[src/rtl/hilbert_frame_io.sv]
// Frame sequencer/capture buffer: feeds N samples to the core, captures N results on RDY rise, drains over valid/ready.
// Latency GO->first OUT_VALID = N+1+core latency+N; drain stalls without loss while OUT_READY=0; ED=0 freezes everything.
module hilbert_frame_io #(
  parameter int TOTAL_BITS = 32,
  parameter int LOG2N      = 5,
  parameter int MAX_LAT    = 1024,
  parameter int LAT_W      = 11
) (
  input  logic                  CLK,
  input  logic                  RST,
  input  logic                  ED,
  input  logic                  GO,
  input  logic                  CONT,
  output logic [LOG2N-1:0]      ADDR,
  input  logic [TOTAL_BITS-1:0] DIN_RE,
  input  logic [TOTAL_BITS-1:0] DIN_IM,
  output logic                  START,
  output logic [TOTAL_BITS-1:0] DREAL,
  output logic [TOTAL_BITS-1:0] DIMAG,
  input  logic [TOTAL_BITS-1:0] DOREAL,
  input  logic [TOTAL_BITS-1:0] DOIMAG,
  input  logic                  RDY,
  output logic                  OUT_VALID,
  input  logic                  OUT_READY,
  output logic [TOTAL_BITS-1:0] OUT_RE,
  output logic [TOTAL_BITS-1:0] OUT_IM,
  output logic                  OUT_LAST,
  output logic                  BUSY,
  output logic                  TIMEOUT,
  output logic                  OVERRUN
);

  localparam int N = 1 << LOG2N;
  localparam logic [LOG2N-1:0] LAST_IDX  = LOG2N'(N - 1);
  localparam logic [LAT_W-1:0] LAT_LIMIT = LAT_W'(MAX_LAT - 1);

  typedef enum logic [2:0] {S_IDLE, S_FEED, S_WAIT, S_CAPTURE, S_DRAIN} state_t;

  state_t                      state, state_nxt;
  logic [LAT_W-1:0]            lat_cnt;
  logic [LOG2N-1:0]            cap_idx;
  logic [LOG2N-1:0]            rd_idx;
  logic                        rdy_q;
  logic                        rdy_rise;
  logic                        accept;
  logic                        wr_en;
  logic [LOG2N-1:0]            wr_idx;
  logic [2*TOTAL_BITS-1:0]     mem [N];

  assign rdy_rise = RDY & ~rdy_q;
  // Transfers only complete on enabled cycles so ED=0 freezes the drain too.
  assign accept   = ED & OUT_VALID & OUT_READY;

  always_ff @(posedge CLK) begin
    if (RST) state <= S_IDLE;
    else if (ED) state <= state_nxt;
  end

  always_comb begin
    state_nxt = state;
    case (state)
      S_IDLE:    if (GO) state_nxt = S_FEED;
      S_FEED:    if (ADDR == LAST_IDX) state_nxt = S_WAIT;
      S_WAIT: begin
        if (rdy_rise) state_nxt = S_CAPTURE;
        else if (lat_cnt == LAT_LIMIT) state_nxt = S_IDLE;
      end
      S_CAPTURE: if (cap_idx == LAST_IDX) state_nxt = S_DRAIN;
      S_DRAIN:   if (accept && rd_idx == LAST_IDX) state_nxt = CONT ? S_FEED : S_IDLE;
      default:   state_nxt = S_IDLE;
    endcase
  end

  always_ff @(posedge CLK) begin
    if (RST) begin
      ADDR    <= '0;
      START   <= 1'b0;
      DREAL   <= '0;
      DIMAG   <= '0;
      TIMEOUT <= 1'b0;
      OVERRUN <= 1'b0;
      rdy_q   <= 1'b0;
      lat_cnt <= '0;
      cap_idx <= '0;
      rd_idx  <= '0;
    end else if (ED) begin
      rdy_q <= RDY;
      START <= (state == S_FEED) && (ADDR == '0);
      if (state == S_FEED) begin
        DREAL <= DIN_RE;
        DIMAG <= DIN_IM;
        // ADDR parks on N-1 so it holds its last value through WAIT.
        if (ADDR != LAST_IDX) ADDR <= ADDR + LOG2N'(1);
      end
      if (state != S_FEED && state_nxt == S_FEED) ADDR <= '0;
      if (state == S_WAIT) lat_cnt <= lat_cnt + LAT_W'(1);
      else lat_cnt <= '0;
      if (state == S_WAIT && !rdy_rise && lat_cnt == LAT_LIMIT) TIMEOUT <= 1'b1;
      if (rdy_rise && state != S_WAIT) OVERRUN <= 1'b1;
      if (state == S_WAIT && rdy_rise) cap_idx <= LOG2N'(1);
      else if (state == S_CAPTURE) cap_idx <= cap_idx + LOG2N'(1);
      if (state == S_CAPTURE) rd_idx <= '0;
      else if (accept) rd_idx <= rd_idx + LOG2N'(1);
    end
  end

  assign wr_en  = ED & ((state == S_WAIT && rdy_rise) || state == S_CAPTURE);
  assign wr_idx = (state == S_WAIT) ? '0 : cap_idx;

  always_ff @(posedge CLK) begin
    if (!RST && wr_en) mem[wr_idx] <= {DOIMAG, DOREAL};
  end

  assign BUSY      = (state != S_IDLE);
  assign OUT_VALID = (state == S_DRAIN);
  assign OUT_LAST  = OUT_VALID && (rd_idx == LAST_IDX);
  // Data is zeroed outside DRAIN so stale buffer contents never leak out.
  assign OUT_RE    = OUT_VALID ? mem[rd_idx][TOTAL_BITS-1:0] : '0;
  assign OUT_IM    = OUT_VALID ? mem[rd_idx][2*TOTAL_BITS-1:TOTAL_BITS] : '0;

endmodule

[config.mk]
export PLATFORM = sky130hd
export DESIGN_NAME = hilbert_frame_io
export DESIGN_NICKNAME = d
export VERILOG_FILES = /design/src/rtl/hilbert_frame_io.sv
export SDC_FILE = /design/constraint.sdc
export NUM_CORES = 2
export LEC_CHECK = 0
export ABC_AREA = 1
export CORE_ASPECT_RATIO = 0.5
export CORE_MARGIN = 5
export CORE_UTILIZATION = 43
export CTS_CLUSTER_SIZE = 16
export DETAILED_ROUTE_END_ITERATION = 8
export PLACE_DENSITY = 0.62
export SETUP_SLACK_MARGIN = 0.02
export SLEW_MARGIN = 25
export SYNTH_ARGS = -nofsm -noshare
export SYNTH_HDL_FRONTEND = slang
export SYNTH_SLANG_ARGS = --single-unit
[constraint.sdc]
create_clock -name CLK -period 5.5 [get_ports CLK]
set_input_delay 1.375 -clock CLK [delete_from_list [all_inputs] [get_ports CLK]]
set_output_delay 1.375 -clock CLK [all_outputs]
set_load 0.02 [all_outputs]
==> flow_metrics.env <==
export IMPL_synth_warnings=0
export IMPL_power_density_nw_per_um2=329
export IMPL_cts_sinks=2150
export IMPL_p_leak_nw=33.2
export IMPL_status="completed"
export IMPL_finalNonFillerCells=10000
export IMPL_dieArea_um2=208000
export IMPL_wl_per_cell_um=23.9
export IMPL_routed_wirelength_um=240000
export IMPL_max_freq_mhz=186
export IMPL_ant_nets=0
export IMPL_finalSetupViolCount=0
export IMPL_grt_max_degree=166
export IMPL_via_per_inst=5.65
export IMPL_final_common_cell="edfxtp_1"
export IMPL_synth_seq_area_share=0.744
export IMPL_ios=274
export IMPL_max_slew_margin_rel=0.294
export IMPL_syn_cell_area_um2=85400
export IMPL_port_buffers=273
export IMPL_hp_class="flip-flop to flip-flop"
export IMPL_num_vias=56600
export IMPL_drc_errors=0
export IMPL_synth_top_area_frac=0.720
export IMPL_hold_viol=0
export IMPL_crit_path_max_fanout=81
export IMPL_die_h_um=325
export IMPL_cts_root_buf="clkbuf_16"
export IMPL_synth_area_mux_share=0
export IMPL_synth_cell_types=32
export IMPL_cts_tree="yes"
export IMPL_multi_input_area_um2=19500
export IMPL_drive_gt1_frac=0.0696
export IMPL_grt_pass1_wl_um=350000
export IMPL_area_growth_pct=14.2
export IMPL_syn_avg_cell_area_um2=12.1
export IMPL_synth_compound_area_frac=0.0955
export IMPL_dp_cells=9644
export IMPL_ff2ff_path_depth=11
export IMPL_cts_buffers=198
export IMPL_final_core_util=0.495
export IMPL_min_period_over_period=0.980
export IMPL_crit_required_ns=4.12
export IMPL_seq_area_um2=63600
export IMPL_period_minus_slack_ns=5.39
export IMPL_synth_area_leaders="edfxtp_1 72%, nand2_1 5.9%, o21ai_0 5.5%, nor2_1 5.2%, o22ai_1 2.9%"
export IMPL_synth_cells=7057
export IMPL_ir_worst_vdd_uv=220
export IMPL_reg2reg_to="mem[27][54]"
export IMPL_gp_congestion=0.775
export IMPL_cap_viol_max_count=0
export IMPL_crit_type="flip-flop to primary output"
export IMPL_clock_latency_ns=0.84
export IMPL_drt_pass1_iter_count=8
export IMPL_grt_antenna_before_repair=15
export IMPL_rows=115
export IMPL_arrival_ns=4.01
export IMPL_final_cell_mix="2048 x edfxtp_1, 1334 x nand2_1, 1160 x nor2_1"
export IMPL_final_nets=7364
export IMPL_cts_max_level=4
export IMPL_grt_overflow_total=0
export IMPL_crit_path_end_kind="primary output"
export IMPL_ys_ff_latch=2150
export IMPL_r2r_start="state[1]"
export IMPL_initialDrtViolationCount=6695
export IMPL_core_um2=197000
export IMPL_dp_final_hpwl_um=115000
export IMPL_tightest_slew_ns=1.06
export IMPL_yosysTopAreaCell="edfxtp_1"
export IMPL_synth_fa_ha_area_frac=0.00117
export IMPL_grt_usage=0.222
export IMPL_critPathCapture="OUT_RE[6]"
export IMPL_start_util=0.434
export IMPL_hold_slack_ns=0.476
export IMPL_synth_nets=7200
export IMPL_finalMaxSlewViolations=0
export IMPL_synth_simple_area_share=0.128
export IMPL_cp_start_kind="flip-flop"
export IMPL_synthXorXnorAreaFrac=0.000410
export IMPL_clkTransAtPathRegs_ns=0.06
export IMPL_synth_top_family_by_area="simple AND/OR/NAND/NOR gates"
export IMPL_cts_max_path_buffers=4
export IMPL_fillCellCount=16900
export IMPL_grt_setup_unrepaired="yes"
export IMPL_skew_ns=0.0616
export IMPL_die_width_um=640
export IMPL_rrSetupSlack_ns=2.22
export IMPL_grt_pass1_vias=54100
==> synth_stat cells <==
| master | number |
|---|---|
| buf_2 | 119 |
| a21oi_1 | 122 |
| a311oi_1 | 1 |
| o21ai_0 | 942 |
| nor2_1 | 1193 |
| nand4_1 | 3 |
| dfxtp_1 | 102 |
| inv_4 | 1 |
| buf_4 | 25 |
| o22ai_1 | 391 |
| or2_2 | 2 |
| o221ai_1 | 5 |
| buf_1 | 23 |
| nand2_1 | 1334 |
| a211oi_1 | 2 |
| clkinv_1 | 2 |
| xor2_1 | 4 |
| nand3_1 | 279 |
| o211ai_1 | 6 |
| inv_1 | 91 |
| ha_1 | 8 |
| o21ai_1 | 10 |
| edfxtp_1 | 2048 |
| nor2_2 | 3 |
| clkbuf_1 | 271 |
| nand2_2 | 2 |
| o31ai_1 | 27 |
| o211a_1 | 1 |
| inv_2 | 3 |
| o21a_1 | 1 |
| buf_6 | 31 |
| nor3_1 | 5 |
==> per-layer routing <==
layer	track usage	routed length, um	share of wire	up-vias
met1	0.315	101000	0.42	28000
li1	-	-	-	25500
met2	0.353	110000	0.46	2648
met5	0	21	0.000088	-
met3	0.0431	22700	0.095	389
met4	0.0590	6360	0.027	4
==> worst min path at each step <==
stage / from / endpoint / slack [ns] / cells past startpoint
finish: OVERRUN / OVERRUN / 0.48 / 1
global route: OVERRUN / OVERRUN / 0.50 / 1
CTS: OVERRUN / OVERRUN / 0.49 / 1
detailed placement: OVERRUN / OVERRUN / 0.47 / 1
global placement: OVERRUN / OVERRUN / 0.45 / 1
floorplan: lat_cnt[9] / lat_cnt[9] / 0.44 / 2
==> where the power goes <==
part	total [mW]	internal (mW)	switching (mW)
Combinational	1.16	0.360	0.803
Sequential	18.0	17.9	0.0268
Clock	13.0	7.10	5.89
==> area by class of cell <==
type / count / share of cell area
diodes: 8 / 0.000205
clock buffers: 235 / 0.0527
clock inverters: 115 / 0.00817
inverters: 97 / 0.00429
multi-input cells: 4341 / 0.200
flip-flops and latches: 2150 / 0.652
well taps: 2632 / 0.0338
repair buffers: 433 / 0.0491
==> per-stage QoR <==
step	power (mW)	instance area, um^2	setup slack [ns]	TNS (ns)
floorplan	18.9	85400	0.0283	0
global placement	19.5	91600	0.809	0
detailed placement	19.5	91600	0.826	0
CTS	32.3	97600	0.0318	0
global route	33.2	97500	-0.00715	-0.00966
finish	32.1	97500	0.111	0
==> cells by family after synthesis <==
family                   after synthesis
flip-flops                          2150
AO/OA/AOI/OAI                       1508
AND/OR/NAND/NOR                     2821
adder cells (fa/ha/maj)                8
buffers and inverters                566
XOR/XNOR                               4
==> worst max-delay path: stages (launching register included) <==
cell             delay (ns)
dfxtp_4                0.54
buf_4                  0.37
buf_12                 0.35
o21ai_0                0.20
o22ai_1                0.20
nand2_1                0.09
nand2_1                0.09
nand2_1                0.05
nand2_1                0.12
nor2_1                 0.05
nor2_1                 0.32
clkdlybuf4s50_1        0.69
==> what timing repair did <==
item | in CTS | in global routing
setup buffers | 1 | 6
resized for setup | 1 | 8
endpoints found under the setup margin | 1 | 30
hold buffers | 0 | 0
pin swaps | 0 | 0
gates cloned | 1 | 1
hold endpoints to repair | 0 | 0
==> state kept, by name, indices dropped and copies added, names as in the netlist, 3 cells and up, named ones only <==
| signal | cells |
|---|---|
| cap_idx | 5 |
| DIMAG | 32 |
| lat_cnt | 11 |
| rd_idx | 5 |
| state | 3 |
| mem | 2048 |
| DREAL | 32 |
| ADDR | 5 |
No activity file was read; power rests on OpenSTA's default activity.
